## config.mk

```make
export PLATFORM = sky130hd
export DESIGN_NAME = btn_trigger_conditioner
export DESIGN_NICKNAME = d
export VERILOG_FILES = /design/src/rtl/btn_trigger_conditioner.sv
export SDC_FILE = /design/constraint.sdc
export NUM_CORES = 1
export LEC_CHECK = 0
export ABC_AREA = 0
export CORE_MARGIN = 5
export CORE_UTILIZATION = 55
export DETAILED_ROUTE_END_ITERATION = 12
export GPL_ROUTABILITY_DRIVEN = 0
export PLACE_DENSITY = 0.82
export SLEW_MARGIN = 40
export SYNTH_ARGS = -nofsm -noshare
export SYNTH_HDL_FRONTEND = slang
export SYNTH_SLANG_ARGS = --single-unit
```

## constraint.sdc

```tcl
create_clock -name clk_100MHz -period 13.2 [get_ports clk_100MHz]
set_input_delay 2.64 -clock clk_100MHz [delete_from_list [all_inputs] [get_ports clk_100MHz]]
set_output_delay 2.64 -clock clk_100MHz [all_outputs]
set_load 0.05 [all_outputs]
```

## src/rtl/btn_trigger_conditioner.sv

```systemverilog
// Push-button front end: per-button 2-flop sync and debounce FSM, lowest-index
// press arbitration, global retrigger lockout and last-accepted-button report.
module btn_trigger_conditioner #(
  parameter int NUM_BTNS    = 5,
  parameter int CLK_FREQ    = 100_000_000,
  parameter int DEBOUNCE_MS = 10,
  parameter int LOCKOUT_MS  = 250
) (
  input  logic                clk_100MHz,
  input  logic                reset,
  input  logic [NUM_BTNS-1:0] btn_raw,
  output logic [NUM_BTNS-1:0] btn_level,
  output logic [NUM_BTNS-1:0] btn_pulse,
  output logic [2:0]          song_sel,
  output logic                lockout
);

  localparam int DB_CYCLES = (CLK_FREQ / 1000) * DEBOUNCE_MS;
  localparam int LK_CYCLES = (CLK_FREQ / 1000) * LOCKOUT_MS;
  localparam int DB_W      = (DB_CYCLES > 1) ? $clog2(DB_CYCLES) : 1;
  localparam int LK_W      = (LK_CYCLES > 1) ? $clog2(LK_CYCLES) : 1;
  localparam logic [DB_W-1:0] DB_LAST = DB_W'(DB_CYCLES - 1);
  localparam logic [LK_W-1:0] LK_LAST = LK_W'(LK_CYCLES - 1);

  if (NUM_BTNS < 1 || NUM_BTNS > 7) begin : g_bad_num_btns
    $error("NUM_BTNS must be in 1..7");
  end
  if (DB_CYCLES < 2) begin : g_bad_debounce
    $error("debounce time must span at least 2 clock cycles");
  end
  if (LK_CYCLES < 1) begin : g_bad_lockout
    $error("lockout time must span at least 1 clock cycle");
  end

  typedef enum logic [1:0] {LOW, WAIT_HI, HIGH, WAIT_LO} db_state_t;

  logic [NUM_BTNS-1:0] sync_p0;
  logic [NUM_BTNS-1:0] sync_p1;
  logic [NUM_BTNS-1:0] qual;
  logic [NUM_BTNS-1:0] pulse;
  logic [2:0]          pulse_sel;
  logic [LK_W-1:0]     lk_cnt;

  // Stage p0/p1: two-flop synchroniser for the asynchronous button levels
  always_ff @(posedge clk_100MHz or posedge reset) begin
    if (reset) begin
      sync_p0 <= '0;
      sync_p1 <= '0;
    end else begin
      sync_p0 <= btn_raw;
      sync_p1 <= sync_p0;
    end
  end

  // Debounce stage: qual is a one-cycle flag raised only on a LOW->HIGH commit
  for (genvar i = 0; i < NUM_BTNS; i++) begin : g_db
    db_state_t       state;
    logic [DB_W-1:0] cnt;
    logic            level_r;
    logic            qual_r;

    always_ff @(posedge clk_100MHz or posedge reset) begin
      if (reset) begin
        state   <= LOW;
        cnt     <= '0;
        level_r <= 1'b0;
        qual_r  <= 1'b0;
      end else begin
        qual_r <= 1'b0;
        case (state)
          LOW: begin
            if (sync_p1[i]) begin
              state <= WAIT_HI;
              cnt   <= '0;
            end
          end
          WAIT_HI: begin
            if (!sync_p1[i]) begin
              state <= LOW;
            end else if (cnt == DB_LAST) begin
              state   <= HIGH;
              level_r <= 1'b1;
              qual_r  <= 1'b1;
            end else begin
              cnt <= cnt + DB_W'(1);
            end
          end
          HIGH: begin
            if (!sync_p1[i]) begin
              state <= WAIT_LO;
              cnt   <= '0;
            end
          end
          WAIT_LO: begin
            if (sync_p1[i]) begin
              state <= HIGH;
            end else if (cnt == DB_LAST) begin
              state   <= LOW;
              level_r <= 1'b0;
            end else begin
              cnt <= cnt + DB_W'(1);
            end
          end
          default: state <= LOW;
        endcase
      end
    end

    assign btn_level[i] = level_r;
    assign qual[i]      = qual_r;
  end

  // Arbitration: descending scan so the lowest qualifying index overwrites the rest
  always_comb begin
    pulse     = '0;
    pulse_sel = '0;
    if (!lockout) begin
      for (int i = NUM_BTNS - 1; i >= 0; i--) begin
        if (qual[i]) begin
          pulse     = '0;
          pulse[i]  = 1'b1;
          pulse_sel = 3'(i + 1);
        end
      end
    end
  end

  assign btn_pulse = pulse;

  // Lockout stage: counter runs LK_CYCLES-1 down to 0, flag drops on the next edge
  always_ff @(posedge clk_100MHz or posedge reset) begin
    if (reset) begin
      lockout  <= 1'b0;
      lk_cnt   <= '0;
      song_sel <= '0;
    end else begin
      if (lockout) begin
        if (lk_cnt == '0) begin
          lockout <= 1'b0;
        end else begin
          lk_cnt <= lk_cnt - LK_W'(1);
        end
      end else if (|pulse) begin
        lockout <= 1'b1;
        lk_cnt  <= LK_LAST;
      end
      if (|pulse) begin
        song_sel <= pulse_sel;
      end
    end
  end

endmodule

```

==> flow_summary.yaml, run 1 <==
floorplan:
  ios: 21
  placementRows: 45
  die_w_um: 133
  initial_core_util_pct: 55.5
  die_h_um: 133
  fp.coreArea_um2: 15000
  die_area_um2: 17700
layout:
  nFillCells: 1188
  diodes: 0
  area_growth_syn_to_layout_pct: 11.3
  final_common_cell: "dfrtp_1"
  drive_gt1_share_pct: 7.10
  design_area_um2: 9290
  finalNetCount: 902
  final_cell_mix: "dfrtp_1, nand2_1, nor2_1"
synth:
  syn-cell-area_um2: 8340
  synth.area.top_cells: "dfrtp_1, nand2_1, nand3_1"
  avgSynthCellArea_um2: 9.40
  async_reset_ff_share_pct: 100
  ys_seq_elements: 159
  ys_seq_area_share_pct: 47.7
  synth_flop_cell: "dfrtp_1"
  synth_edf_count: 0
  yosys_warnings: 0
  synth_top_area_cell: "dfrtp_1"
  yosysUniqueCellTypes: 74
  syn_nets: 901
  synth_top_area_share_pct: 47.7
  post_synth_inst_count: 887
power:
  p_leak_uw: 0.00404
  ir_drop_uv: 89.9
  power.density_nw_per_um2: 116
routing:
  vias: 6634
  firstDrtPassIters: 6
  viasPerCell: 6.09
  drt_iter0_drc: 587
  wl_um: 17000
  wl_per_cell_um: 15.6
  drc: 0
  postRouteAntennaNets: 0
sta:
  relSlewSlack_pct: 45.5
  post-route-period-util_pct: 38.5
  final.setup.tns_ns: 0
  slew_viol_final: 0
  max_slew.worst_pin.slew_ns: 0.811
  fin_worst_skew_ns: 0.00545
  maxClockFrequency_mhz: 197
  rsz0062_at_grt: "no"
  final-setup-viol-count: 0
  layout_min_cycle_time_ns: 5.09
  finalHoldViolations: 0
min_path:
  hold_class: "reg2reg"
grt:
  grt_usage_pct: 20.2
  grt_pass1_vias: 6212
  grt-ovfl-total: 0
  antenna_found_initial: 0
  grt_max_degree: 91
  grt_pass1_wl_um: 29900
clocking:
  clkSinkCount: 159
  h-tree-depth: 4
  cts_resized: 0
  clockBufferDepth: 2
  cts_tree: "yes"
  numCtsBuffers: 17
  root_buffer: "clkbuf_16"
  cts_hold_buffers: 0
  clk_pin_slew_worst_paths_ns: 0.06
  clkLatencyLatePin_ns: 0.43
  cts_setup_buffers: 0
worst_setup_path:
  critPathArrivalTime_ns: 2.45
  end_kind: "output port"
  crit_type: "reg2out"
  worstSetupStartpointType: "register"
  path_max_fanout: 16
  cp_data_required_time_ns: 10.56
run:
  drv_cap: 0
placed_design:
  place_area_um2: 8640
  io_buffers: 20
  post-dp-hpwl_um: 11000
outcome:
  outcome: "finished, final reports clean"
-- flip-flops by register name (all words and copies together) (netlist names), named ones only --
| signal | cells |
|---|---|
| g_db.level_r | 5 |
| g_db.cnt | 100 |
| sync_p0 | 5 |
| sync_p1 | 5 |
| song_sel | 3 |
| g_db.qual_r | 5 |
| lockout | 1 |
| g_db.state | 5 |
| lk_cnt | 25 |
-- cell families after synthesis --
logic type / after synthesis / share of synthesized area, %
simple gates: 432 / 27.4
flops: 159 / 47.7
compound gates: 144 / 11.8
buf+inv: 67 / 3.39
xor+xnor: 57 / 5.98
mux: 21 / 2.62
fa+ha+maj: 7 / 1.05
-- where the power goes --
part           internal [uW]  switching [uW]  total, uW
clock                    327             200        526
sequential               497            16.2        513
combinational           14.5            26.9       41.4
total                    838             243       1080
-- worst paths after layout --
path | to | depth (start not counted) | slack (ns) | start
max | btn_pulse[2] | 2 | 8.11 | lockout
min reg2reg | sync_p1[0] | 0 | 0.35 | sync_p0[0]
min in group asynchronous | asynchronous set/reset pin | 2 | 2.69 | reset
max reg2reg | g_db[2].cnt[16] | 6 | 10.74 | g_db[2].cnt[0]
min | sync_p1[0] | 0 | 0.35 | sync_p0[0]
max in group asynchronous | lk_cnt[11] | 3 | 9.48 | reset
-- worst max-delay path, stage by stage (launching register included) --
cell and delay, ns:
dfrtp_1 0.55, nor4_1 0.56, clkdlybuf4s50_1 0.91
-- cell usage after synthesis (13+ instances only) --
| master | number |
|---|---|
| nor2_1 | 83 |
| nand3_1 | 65 |
| clkbuf_1 | 28 |
| mux2i_1 | 14 |
| nand2_1 | 104 |
| nor4_1 | 18 |
| inv_1 | 22 |
| o21ai_0 | 23 |
| dfrtp_1 | 159 |
| nand4_1 | 30 |
| nor3_1 | 41 |
| a22o_1 | 16 |
| a21oi_1 | 22 |
| xor2_1 | 28 |
| o21ai_1 | 13 |
| xnor2_1 | 29 |
-- metal layers --
layer,global-route usage (%),vias up,share of wire (%)
li1,-,3232,-
met4,6.86,0,1.5
met1,29.2,3255,48
met2,30.8,125,47
met3,4.00,22,3.7
met5,0,-,0
-- stage by stage --
stage | cells | util [%] | power [uW] | hold WS [ns] | worst slack (ns)
2_1_floorplan | 887 | - | 550 | 0.331 | 6.27
4_1_cts | 1089 | 61.7 | 1090 | 0.355 | 8.08
6_report | 1089 | 61.8 | 1080 | 0.350 | 8.11
5_1_grt | 1089 | 61.8 | 1120 | 0.364 | 7.98
3_5_place_dp | 1057 | 57.5 | 564 | 0.336 | 8.57
3_3_place_gp | 1057 | 57.4 | 562 | 0.338 | 8.54
-- cell type report --
cell class	instances	area (um^2)	share of cell area [%]
Timing Repair Buffer	25	241	2.60
Sequential cell	159	3980	42.8
Multi-Input combinational cell	661	4090	44.1
Tap cell	188	235	2.53
Clock inverter	13	186	2.01
Inverter	24	97.6	1.05
Clock buffer	19	453	4.88
Power figures use the tool's default switching activity.
==> inputs of run 2 (changes only) <==
Clock period 13.2 ns to 4.9 ns, I/O delays scaled along.
==> flow_summary.yaml, run 2 (same netlist as run 1, synthesis figures left out) <==
floorplan:
  ios: 21
  fp.coreArea_um2: 15000
  die_w_um: 133
  die_h_um: 133
  die_area_um2: 17700
  initial_core_util_pct: 55.5
  placementRows: 45
min_path:
  min_path_cells: 0
  hold_class: "reg2reg"
  hold_path_end: "sync_p1[2]"
  hp-start: "sync_p0[2]"
power:
  power.density_nw_per_um2: 309
  ir_drop_uv: 278
  p_leak_uw: 0.00404
layout:
  diodes: 0
  nFillCells: 1207
  largest_register_ffs: 100
  top_regs: "g_db.cnt (100), lk_cnt (25)"
  final_common_cell: "dfrtp_1"
  top_register: "g_db.cnt"
  area_growth_syn_to_layout_pct: 11.2
  final_cell_mix: "dfrtp_1, nand2_1, nor2_1"
  design_area_um2: 9280
  utilization_pct: 61.7
  finalNetCount: 903
  drive_gt1_share_pct: 7.10
sta:
  max_slew.worst_pin.slew_ns: 0.794
  final.setup.tns_ns: 0
  timing.hold.ws_ns: 0.349
  maxClockFrequency_mhz: 286
  post-route-period-util_pct: 71.2
  slew_viol_final: 0
  fin_worst_skew_ns: 0.0111
  finalHoldViolations: 0
  relSlewSlack_pct: 46.7
  layout_min_cycle_time_ns: 3.49
  final-setup-viol-count: 0
  rsz0062_at_grt: "no"
clocking:
  root_buffer: "clkbuf_16"
  cts_setup_buffers: 0
  clkLatencyLatePin_ns: 0.44
  cts_hold_buffers: 0
  clk_pin_slew_worst_paths_ns: 0.06
  cts_tree: "yes"
  clkSinkCount: 159
  h-tree-depth: 4
  numCtsBuffers: 17
  cts_resized: 0
  clockBufferDepth: 2
routing:
  viasPerCell: 6.01
  wl_met3_um: 682
  drt-met1-wl_um: 8110
  vias: 6549
  drt_iter0_drc: 577
  wl_per_cell_um: 15.4
  top_layer: "met4"
  firstDrtPassIters: 5
  postRouteAntennaNets: 0
  drc: 0
  wl_um: 16800
  dr_wl_met2_um: 7770
worst_setup_path:
  crit_type: "reg2out"
  path_max_fanout: 16
  cp_data_required_time_ns: 3.92
  r2r_cells: 6
  r2r_slack_ns: 2.46
  reg2reg_from: "g_db[2].cnt[0]"
  critPathArrivalTime_ns: 2.51
  end_kind: "output port"
  worstSetupStartpointType: "register"
  worstReg2RegEnd: "g_db[2].cnt[19]"
run:
  drv_cap: 0
grt:
  grt_usage_pct: 19.8
  grt_pass1_vias: 6057
  grt_pass1_wl_um: 28900
  grt_max_degree: 80
  antenna_found_initial: 0
  grt-ovfl-total: 0
placed_design:
  post-dp-hpwl_um: 11000
  place_area_um2: 8670
  io_buffers: 20
outcome:
  outcome: "finished, final reports clean"
run 2: changes by cell type in the layout (fill, tap and decap cells not counted), sizes merged:
cell	delta
buf	+1
clkinv	+1
clkinvlp	-1
bufinv	-1
inv	+1
run 2: how the worst max path moves through the flow:
stage / from / end / slack (ns)
final: lockout / btn_pulse[2] / 1.41
after global routing: lockout / btn_pulse[2] / 1.31
after CTS: lockout / btn_pulse[2] / 1.40
after detailed placement: lockout / btn_pulse[2] / 1.90
after global placement: lockout / btn_pulse[2] / 1.86
after floorplan: lockout / btn_pulse[2] / 1.51
run 2: metrics by stage:
stage | total power, uW | setup WS (ns) | std cells
after floorplan | 1480 | 1.51 | 887
after global placement | 1520 | 1.86 | 1058
after detailed placement | 1520 | 1.90 | 1058
after CTS | 2890 | 1.40 | 1090
after global routing | 2970 | 1.31 | 1090
final | 2860 | 1.41 | 1090
run 2: area by class of cell:
type,count,area [um^2],area share [%]
repair buffers,26,270,2.91
flip-flops and latches,159,3980,42.9
well taps,188,235,2.54
multi-input cells,661,4090,44.1
clock buffers,19,443,4.78
clock inverters,13,160,1.73
inverters,24,93.8,1.01
run 2: where the power goes:
| part | switching (uW) | internal (uW) |
|---|---|---|
| logic | 73.2 | 41.4 |
| registers | 43.8 | 1340 |
| clock network | 549 | 816 |
run 2: per-layer routing:
metal	vias to the layer above	track usage (%)
met5	-	0
met4	0	6.63
met3	27	5.10
met2	134	29.8
met1	3155	28.1
li1	3233	-
run 2: worst max-delay path: stages (launching register included):
cell	delay (ns)
dfrtp_1	0.53
nor4_1	0.63
clkdlybuf4s50_1	0.92
==> inputs of run 3 (changes only) <==
Settings changed: PLACE_DENSITY 0.82 to 0.85.
Clock period 4.9 ns to 2.8 ns, I/O delays scaled along.
==> flow_summary.yaml, run 3 (same netlist as run 1, synthesis figures left out) <==
outcome:
  outcome: "finished, final reports clean"
sta:
  final.setup.tns_ns: 0
  maxClockFrequency_mhz: 389
  relSlewSlack_pct: 49.0
  post-route-period-util_pct: 91.8
  max_slew.worst_pin.slew_ns: 0.758
  final-setup-viol-count: 0
  finalHoldViolations: 0
  layout_min_cycle_time_ns: 2.57
  fin_worst_skew_ns: 0.0127
  rsz0062_at_grt: "no"
  slew_viol_final: 0
routing:
  viasPerCell: 6.04
  wl_um: 17000
  drt_iter0_drc: 617
  vias: 6593
  postRouteAntennaNets: 0
  wl_per_cell_um: 15.6
  drc: 0
  firstDrtPassIters: 5
power:
  ir_drop_uv: 450
  p_leak_uw: 0.00407
  power.density_nw_per_um2: 541
  p_clk_share_pct: 48.0
  power_frac_seq_pct: 47.9
  p_switching_uw: 1090
  combPwrFrac_pct: 4.1
  p_int_uw: 3960
  switching_share_pct: 21.5
worst_setup_path:
  slowest_delay_ns: 0.79
  end_kind: "output port"
  crit_type: "reg2out"
  cp_data_required_time_ns: 2.24
  critPathArrivalTime_ns: 2.01
  path_max_fanout: 5
  slowest_stage: "clkdlybuf4s50_1"
  worstSetupStartpointType: "register"
  cp_cell_sequence: "nor2_1, and4b_1, clkdlybuf4s50_1"
clocking:
  clkLatencyLatePin_ns: 0.42
  numCtsBuffers: 17
  h-tree-depth: 4
  cts_hold_buffers: 0
  root_buffer: "clkbuf_16"
  cts_setup_buffers: 0
  cts_resized: 0
  cts_tree: "yes"
  clockBufferDepth: 2
  clk_pin_slew_worst_paths_ns: 0.06
  clkSinkCount: 159
layout:
  diodes: 0
  largest_register_ffs: 100
  top_register: "g_db.cnt"
  area_growth_syn_to_layout_pct: 11.8
  seq_area_um2: 3980
  finalNetCount: 908
  drive_gt1_share_pct: 7.20
  utilization_pct: 62.0
  top_regs: "g_db.cnt (100), lk_cnt (25)"
  nFillCells: 1217
  final_common_cell: "dfrtp_1"
  multiInputGateArea_um2: 4110
  final_cell_mix: "dfrtp_1, nand2_1, nor2_1"
placed_design:
  io_buffers: 20
  post-dp-hpwl_um: 11200
run:
  drv_cap: 0
floorplan:
  initial_core_util_pct: 55.5
  ios: 21
  die_w_um: 133
  die_area_um2: 17700
  fp.coreArea_um2: 15000
  die_h_um: 133
  placementRows: 45
grt:
  antenna_found_initial: 0
  grt_pass1_wl_um: 29900
  grt_max_degree: 86
  grt-ovfl-total: 0
  grt_usage_pct: 20.3
  grt_pass1_vias: 6216
min_path:
  hold_class: "reg2reg"
==> run 3: layout make-up <==
class                      count  area share, %
timing repair buffer          31           3.27
clock buffer                  22           5.08
sequential                   159           42.7
clock inverter                 6           1.44
inverter                      24           1.01
tap                          188           2.52
multi-input combinational    661           44.0
==> run 3: worst paths after layout <==
path	startpoint	endpoint	slack, ns	cells past startpoint
setup / recovery	g_db[1].qual_r	btn_pulse[4]	0.23	3
hold / removal	sync_p0[1]	sync_p1[1]	0.35	0
setup reg to reg	lk_cnt[0]	lk_cnt[1]	0.54	7
hold reg to reg	sync_p0[1]	sync_p1[1]	0.35	0
max in group asynchronous	reset	g_db[4].level_r	1.68	3
min in group asynchronous	reset	g_db[2].cnt[2]	0.42	2
==> run 3: metal layers <==
metal | vias up | wire, um | GRT usage (%)
met5 | - | 0 | 0
met3 | 26 | 519 | 3.78
met1 | 3210 | 7740 | 28.5
li1 | 3236 | - | -
met2 | 121 | 8390 | 31.9
met4 | 0 | 340 | 7.43
==> run 3: through the flow <==
stage          cell area (um^2)  power (uW)  cells  setup WS, ns  hold WS [ns]
2_1_floorplan              8350        2600    887         0.225         0.331
3_3_place_gp               8710        2660   1063         0.653         0.332
3_5_place_dp               8710        2670   1063         0.555         0.335
4_1_cts                    9320        5090   1091         0.198         0.349
5_1_grt                    9330        5240   1091         0.126         0.356
6_report                   9330        5050   1091         0.229         0.347
==> run 3: critical path: cells and delay by family (launching register included) <==
family | cells | cell delay, ns
flops | 1 | 0.43
simple gates | 2 | 0.37
buf+inv | 1 | 0.79
==> run 3: power groups by stage <==
stage               sequential [uW]  clock [uW]  combinational, uW
floorplan                      2430           0                166
global placement               2450           0                205
detailed placement             2460           0                212
CTS                            2420        2460                213
global route                   2430        2570                241
finish                         2420        2420                208
